## config.mk

```make
export PLATFORM = sky130hd
export DESIGN_NAME = video_timing_switcher
export DESIGN_NICKNAME = d
export VERILOG_FILES = /design/src/rtl/video_timing_switcher.sv
export SDC_FILE = /design/constraint.sdc
export NUM_CORES = 1
export LEC_CHECK = 0
export CAP_MARGIN = 20
export CORE_MARGIN = 10
export CORE_UTILIZATION = 58
export DETAILED_ROUTE_END_ITERATION = 12
export GPL_ROUTABILITY_DRIVEN = 0
export PLACE_DENSITY = 0.91
export SYNTH_ARGS = -nofsm -noshare
export SYNTH_HDL_FRONTEND = slang
export SYNTH_SLANG_ARGS = --single-unit
```

## constraint.sdc

```tcl
create_clock -name clock -period 5.79 [get_ports clock]
set_input_delay 0.8685 -clock clock [delete_from_list [all_inputs] [get_ports clock]]
set_output_delay 0.8685 -clock clock [all_outputs]
set_load 0.005 [all_outputs]
```

## src/rtl/video_timing_switcher.sv

```systemverilog
// Raster timing generator with a small mode table and a request/ack mode
// switcher. A new mode is only committed on the frame wrap so the sink
// never sees a truncated or stretched frame.
module video_timing_switcher #(
    parameter int CW           = 12,
    parameter int NUM_MODES    = 3,
    parameter int MODE_BITS    = 2,
    parameter int DEFAULT_MODE = 1,
    // Mode table, entry [m] describes mode m. Entry 3 is unused padding.
    parameter logic [3:0][CW-1:0] H_ACT  = {12'd0, 12'd1920, 12'd1280, 12'd720},
    parameter logic [3:0][CW-1:0] H_FP   = {12'd0, 12'd88,   12'd110,  12'd16},
    parameter logic [3:0][CW-1:0] H_SYNC = {12'd0, 12'd44,   12'd40,   12'd62},
    parameter logic [3:0][CW-1:0] H_BP   = {12'd0, 12'd148,  12'd220,  12'd60},
    parameter logic [3:0][CW-1:0] V_ACT  = {12'd0, 12'd1080, 12'd720,  12'd480},
    parameter logic [3:0][CW-1:0] V_FP   = {12'd0, 12'd4,    12'd5,    12'd9},
    parameter logic [3:0][CW-1:0] V_SYNC = {12'd0, 12'd5,    12'd5,    12'd6},
    parameter logic [3:0][CW-1:0] V_BP   = {12'd0, 12'd36,   12'd20,   12'd30},
    // Sync polarity per mode: 1 = active high
    parameter logic [3:0]         H_POS  = 4'b0110,
    parameter logic [3:0]         V_POS  = 4'b0110
) (
    input  logic                 clock,
    input  logic                 reset_n,
    input  logic [MODE_BITS-1:0] mode_sel,
    input  logic                 mode_req,
    output logic                 mode_ack,
    output logic                 mode_err,
    output logic                 mode_busy,
    output logic [MODE_BITS-1:0] cur_mode,
    output logic [CW-1:0]        counterX,
    output logic [CW-1:0]        counterY,
    output logic                 hsync,
    output logic                 vsync,
    output logic                 state,
    output logic                 frame_start
);

    typedef enum logic {IDLE, PENDING} fsm_t;

    localparam logic [CW-1:0]        ONE   = 1;
    localparam logic [MODE_BITS-1:0] DEF_M = DEFAULT_MODE[MODE_BITS-1:0];
    localparam logic [MODE_BITS:0]   NM    = NUM_MODES[MODE_BITS:0];

    function automatic logic [CW-1:0] htot(input logic [MODE_BITS-1:0] m);
        return H_ACT[m] + H_FP[m] + H_SYNC[m] + H_BP[m];
    endfunction

    function automatic logic [CW-1:0] vtot(input logic [MODE_BITS-1:0] m);
        return V_ACT[m] + V_FP[m] + V_SYNC[m] + V_BP[m];
    endfunction

    fsm_t                 fsm_q;
    logic [MODE_BITS-1:0] cur_q, pend_q, nm;
    logic                 ack_q, err_q, busy_q;
    logic [CW-1:0]        x_q, y_q, x_d, y_d;
    logic                 st_q, st_d, hs_q, hs_d, vs_q, vs_d, fs_q, fs_d;
    logic                 started_q;
    logic                 h_last, v_last, wrap, req_ok;
    logic [CW-1:0]        hs_beg, hs_end, vs_beg, vs_end;

    assign req_ok = ({1'b0, mode_sel} < NM);

    // Next pixel position and its attributes, in the timing of the mode that
    // will be live for that pixel (the pending mode on a committing wrap).
    always_comb begin
        h_last = (x_q == (htot(cur_q) - ONE));
        v_last = (y_q == (vtot(cur_q) - ONE));
        wrap   = started_q && h_last && v_last;
        nm     = (wrap && fsm_q == PENDING) ? pend_q : cur_q;
        x_d    = '0;
        y_d    = '0;
        if (started_q && !wrap) begin
            if (h_last) begin
                y_d = y_q + ONE;
            end else begin
                x_d = x_q + ONE;
                y_d = y_q;
            end
        end
        hs_beg = H_ACT[nm] + H_FP[nm];
        hs_end = hs_beg + H_SYNC[nm];
        vs_beg = V_ACT[nm] + V_FP[nm];
        vs_end = vs_beg + V_SYNC[nm];
        st_d   = (x_d < H_ACT[nm]) && (y_d < V_ACT[nm]);
        hs_d   = ((x_d >= hs_beg) && (x_d < hs_end)) ? H_POS[nm] : ~H_POS[nm];
        vs_d   = ((y_d >= vs_beg) && (y_d < vs_end)) ? V_POS[nm] : ~V_POS[nm];
        fs_d   = !started_q || wrap;
    end

    // Raster registers; the first edge out of reset presents pixel (0,0).
    always_ff @(posedge clock) begin
        if (!reset_n) begin
            x_q       <= '0;
            y_q       <= '0;
            st_q      <= 1'b0;
            fs_q      <= 1'b0;
            hs_q      <= ~H_POS[DEF_M];
            vs_q      <= ~V_POS[DEF_M];
            started_q <= 1'b0;
        end else begin
            x_q       <= x_d;
            y_q       <= y_d;
            st_q      <= st_d;
            fs_q      <= fs_d;
            hs_q      <= hs_d;
            vs_q      <= vs_d;
            started_q <= 1'b1;
        end
    end

    // Mode FSM. The wrap commit is written first so that a request in the
    // same cycle overrides fsm/pend/busy and stays pending for the next frame.
    always_ff @(posedge clock) begin
        if (!reset_n) begin
            fsm_q  <= IDLE;
            cur_q  <= DEF_M;
            pend_q <= DEF_M;
            ack_q  <= 1'b0;
            err_q  <= 1'b0;
            busy_q <= 1'b0;
        end else begin
            ack_q <= 1'b0;
            err_q <= 1'b0;
            if (fsm_q == PENDING && wrap) begin
                cur_q  <= pend_q;
                ack_q  <= 1'b1;
                fsm_q  <= IDLE;
                busy_q <= 1'b0;
            end
            if (mode_req) begin
                if (req_ok) begin
                    pend_q <= mode_sel;
                    fsm_q  <= PENDING;
                    busy_q <= 1'b1;
                end else begin
                    err_q <= 1'b1;
                end
            end
        end
    end

    assign mode_ack    = ack_q;
    assign mode_err    = err_q;
    assign mode_busy   = busy_q;
    assign cur_mode    = cur_q;
    assign counterX    = x_q;
    assign counterY    = y_q;
    assign hsync       = hs_q;
    assign vsync       = vs_q;
    assign state       = st_q;
    assign frame_start = fs_q;

endmodule
```

==> impl_metrics.yaml <==
yosys:
  async_flop_share_pct: 0
  syn-cell-area_um2: 3421
  synth-adder-area-share_pct: 23.04
  synth_nets: 468
  synth-xor-area-share_pct: 7.681
  synth-warning-count: 0
  synthSimpleGateAreaFrac_pct: 26.63
  synth_seq_cells: 37
  synth_flop_cell: "dfxtp_1"
  syn_inst: 400
  synth_top_family_by_area: "simple AND/OR/NAND/NOR gates"
  synth-edff-count: 0
  synth.distinct_cells: 65
  synth_mux_area_share_pct: 1.902
  yosysSeqAreaShare_pct: 21.65
  synth-compound-area-share_pct: 15.40
  syn_area_per_cell_um2: 8.552
drt:
  viasPerCell: 6.294
  routed_wl_um: 9135
  vias: 3216
  drtPass1Iterations: 5
  wl_per_cell_um: 17.88
  drt_iter0_markers: 257
  drc_errors: 0
  ant_nets: 0
global_routing:
  grt_antenna_before_repair: 0
  grt_pass1_wl_um: 15110
  grtUsageTotal_pct: 18.65
  grt-ovfl-total: 0
  grt_pass1_vias: 3111
  grt_max_degree: 31
layout:
  area_growth_syn_to_layout_pct: 15.62
  seq_area_um2: 742.0
  antennaDiodeCount: 0
  drive_above_1_share_pct: 7.517
  final_common_cell: "ha_1"
  num-fill-cells: 421
  design_area_um2: 3955
  mostFrequentLayoutCells: "63 x ha_1, 42 x nor2_1, 37 x clkdlybuf4s50_1"
  stdcell_count: 511
  multi_input_area_um2: 2554
  final_nets: 506
clock_network:
  hold_buffers: 0
  ctsResizeCount: 0
  cts_made_buffers: 5
  cts_tree: "built"
  max-clock-path-buffers: 2
  root_buffer: "clkbuf_8"
  path_clk_slew_ps: 80
  insertion_delay_ps: 300
  htreeDepth: 2
  cts_setup_buffers: 0
  cts_sinks: 37
place:
  placed_cells_incl_taps: 503
  io_buffers: 37
  post-dp-hpwl_um: 7306
  placed_cell_area_um2: 3867
floorplan:
  die-area_um2: 9369
  ioPinCount: 38
  die_w_um: 96.80
  start_util_pct: 61.00
  die_h_um: 96.80
  core_area_um2: 5608
  rows: 27
power_and_ir_drop:
  power_frac_comb_pct: 5.5
  p_sw_share_pct: 25.69
  power.switching_uw: 121.8
  seq_power_share_pct: 55.5
  clock_power_share_pct: 39.0
  internal-power_uw: 352.3
  powerDensity_nw_per_um2: 119.9
  ir_drop_v: 0.00007893
  p_leak_nw: 1.702
worst_hold_path:
  min_path_type: "flop to flop"
timing:
  setup_tns_ps: 0
  fin_skew_ps: 5.135
  max_freq_mhz: 188.8
  slew_headroom_pct: 35.40
  fin_crit_sh_pct: 91.47
  setup_viol: 0
  rsz0062_at_grt: "no"
  maxSlewViolCount: 0
  hold_viol_final: 0
  tightest_slew_ps: 968.0
  period_needed_ps: 5296
job:
  cap_violations: 0
worst_setup_path:
  crit_slowest_cell: "dfxtp_2"
  cp_max_fo: 9
  end_kind: "flop"
  worstPathCellList: "inv_1 > ha_1 > or3b_4 > a21o_1 > nor4_4 > nand3_4 > mux2i_4 > inv_1 > ha_1 > and4_4 > xor2_1 > or4_1 > ha_1 > nand2_1 > a21oi_1 > a221o_1 > nor3_1 > o21ai_1 > a221o_1 > o211ai_1 > a41o_1"
  start_kind: "flop"
  slowest_delay_ps: 420
  critPathMostFrequentCell: "ha_1"
  cp.required_ps: 6040
  worstPathArrival_ps: 5540
  crit_type: "flop to flop"
status:
  status: "finished, final reports clean"
## worst paths after layout
kind	slack [ps]	start	endpoint	cells past startpoint
min reg2reg	470	mode_busy	mode_busy	2
max reg2reg	490	cur_mode[0]	vsync	21
max	490	cur_mode[0]	vsync	21
min	470	mode_busy	mode_busy	2
## stage by stage
step	hold WS [ps]	util (%)	setup slack (ps)	power (mW)
floorplan	452.7	-	596.0	0.2823
global placement	462.9	68.96	678.4	0.2944
detailed placement	465.3	68.96	423.1	0.2948
CTS	476.6	70.50	378.9	0.4741
global route	513.8	70.53	131.6	0.4875
finish	474.2	70.53	493.8	0.4741
## cell type report
| cell class | count | share of cell area, % |
|---|---|---|
| sequential | 37 | 18.76 |
| inverter | 22 | 2.088 |
| multi-input combinational | 331 | 64.57 |
| clock buffer | 5 | 1.740 |
| timing repair buffer | 41 | 10.12 |
| clock inverter | 3 | 0.4429 |
| tap | 72 | 2.278 |
## Yosys cell counts, types with 3 or more instances
master,n,area share (%)
o211ai_1,4,0.88
xor2_1,9,2.3
o21a_1,3,0.66
a21oi_1,15,2.2
nor2b_1,3,0.55
ha_1,63,23
clkbuf_1,6,0.66
nand3_1,12,1.8
and3_1,4,0.73
and4_1,4,1.0
inv_1,22,2.4
o21ai_1,3,0.44
nand4_1,10,1.8
xnor2_1,13,3.3
o21ai_0,9,1.3
nor2_1,42,4.6
or4_1,4,0.88
nor3_1,31,4.5
nand2_1,34,3.7
a221o_1,4,1.2
or3_1,4,0.73
a21o_1,7,1.5
and2_1,3,0.55
dfxtp_1,37,22
## power by group through the flow
| stage | Combinational, mW | Clock [mW] | Sequential [mW] |
|---|---|---|---|
| finish | 0.0261 | 0.185 | 0.263 |
| global route | 0.0282 | 0.196 | 0.264 |
| CTS | 0.0261 | 0.185 | 0.263 |
| detailed placement | 0.0259 | 0 | 0.269 |
| global placement | 0.0256 | 0 | 0.269 |
| floorplan | 0.0151 | 0 | 0.267 |
## logic make-up after synthesis
family | count (synthesis)
mux | 4
xor+xnor | 25
fa+ha+maj | 63
buf+inv | 32
simple gates | 171
flops | 37
compound gates | 68
## critical path: cells and delay by family, from the launching register on
| kind | cells | cell delay [ps] |
|---|---|---|
| AO/OA/AOI/OAI | 7 | 1300 |
| XOR/XNOR | 1 | 160 |
| adder cells (fa/ha/maj) | 3 | 920 |
| buffers and inverters | 2 | 300 |
| flip-flops | 1 | 420 |
| multiplexers | 1 | 320 |
| AND/OR/NAND/NOR | 7 | 1810 |
## flip-flops by register name (all words and copies together) (netlist names), 2 cells and up
| name | cells |
|---|---|
| counterX | 12 |
| counterY | 12 |
| cur_mode | 2 |
| pend_q | 2 |
## per-layer routing
metal  vias to the layer above  part of all wire, %  track usage, %  wire length, µm
li1                       1542                    -               -                -
met1                      1506                   43           23.43             3929
met2                       136                   46           29.55             4193
met3                        32                  6.8           2.981              619
met4                         0                  4.3           10.26              393
met5                         -                    0               0                0
(Power assumes the default switching activity.)
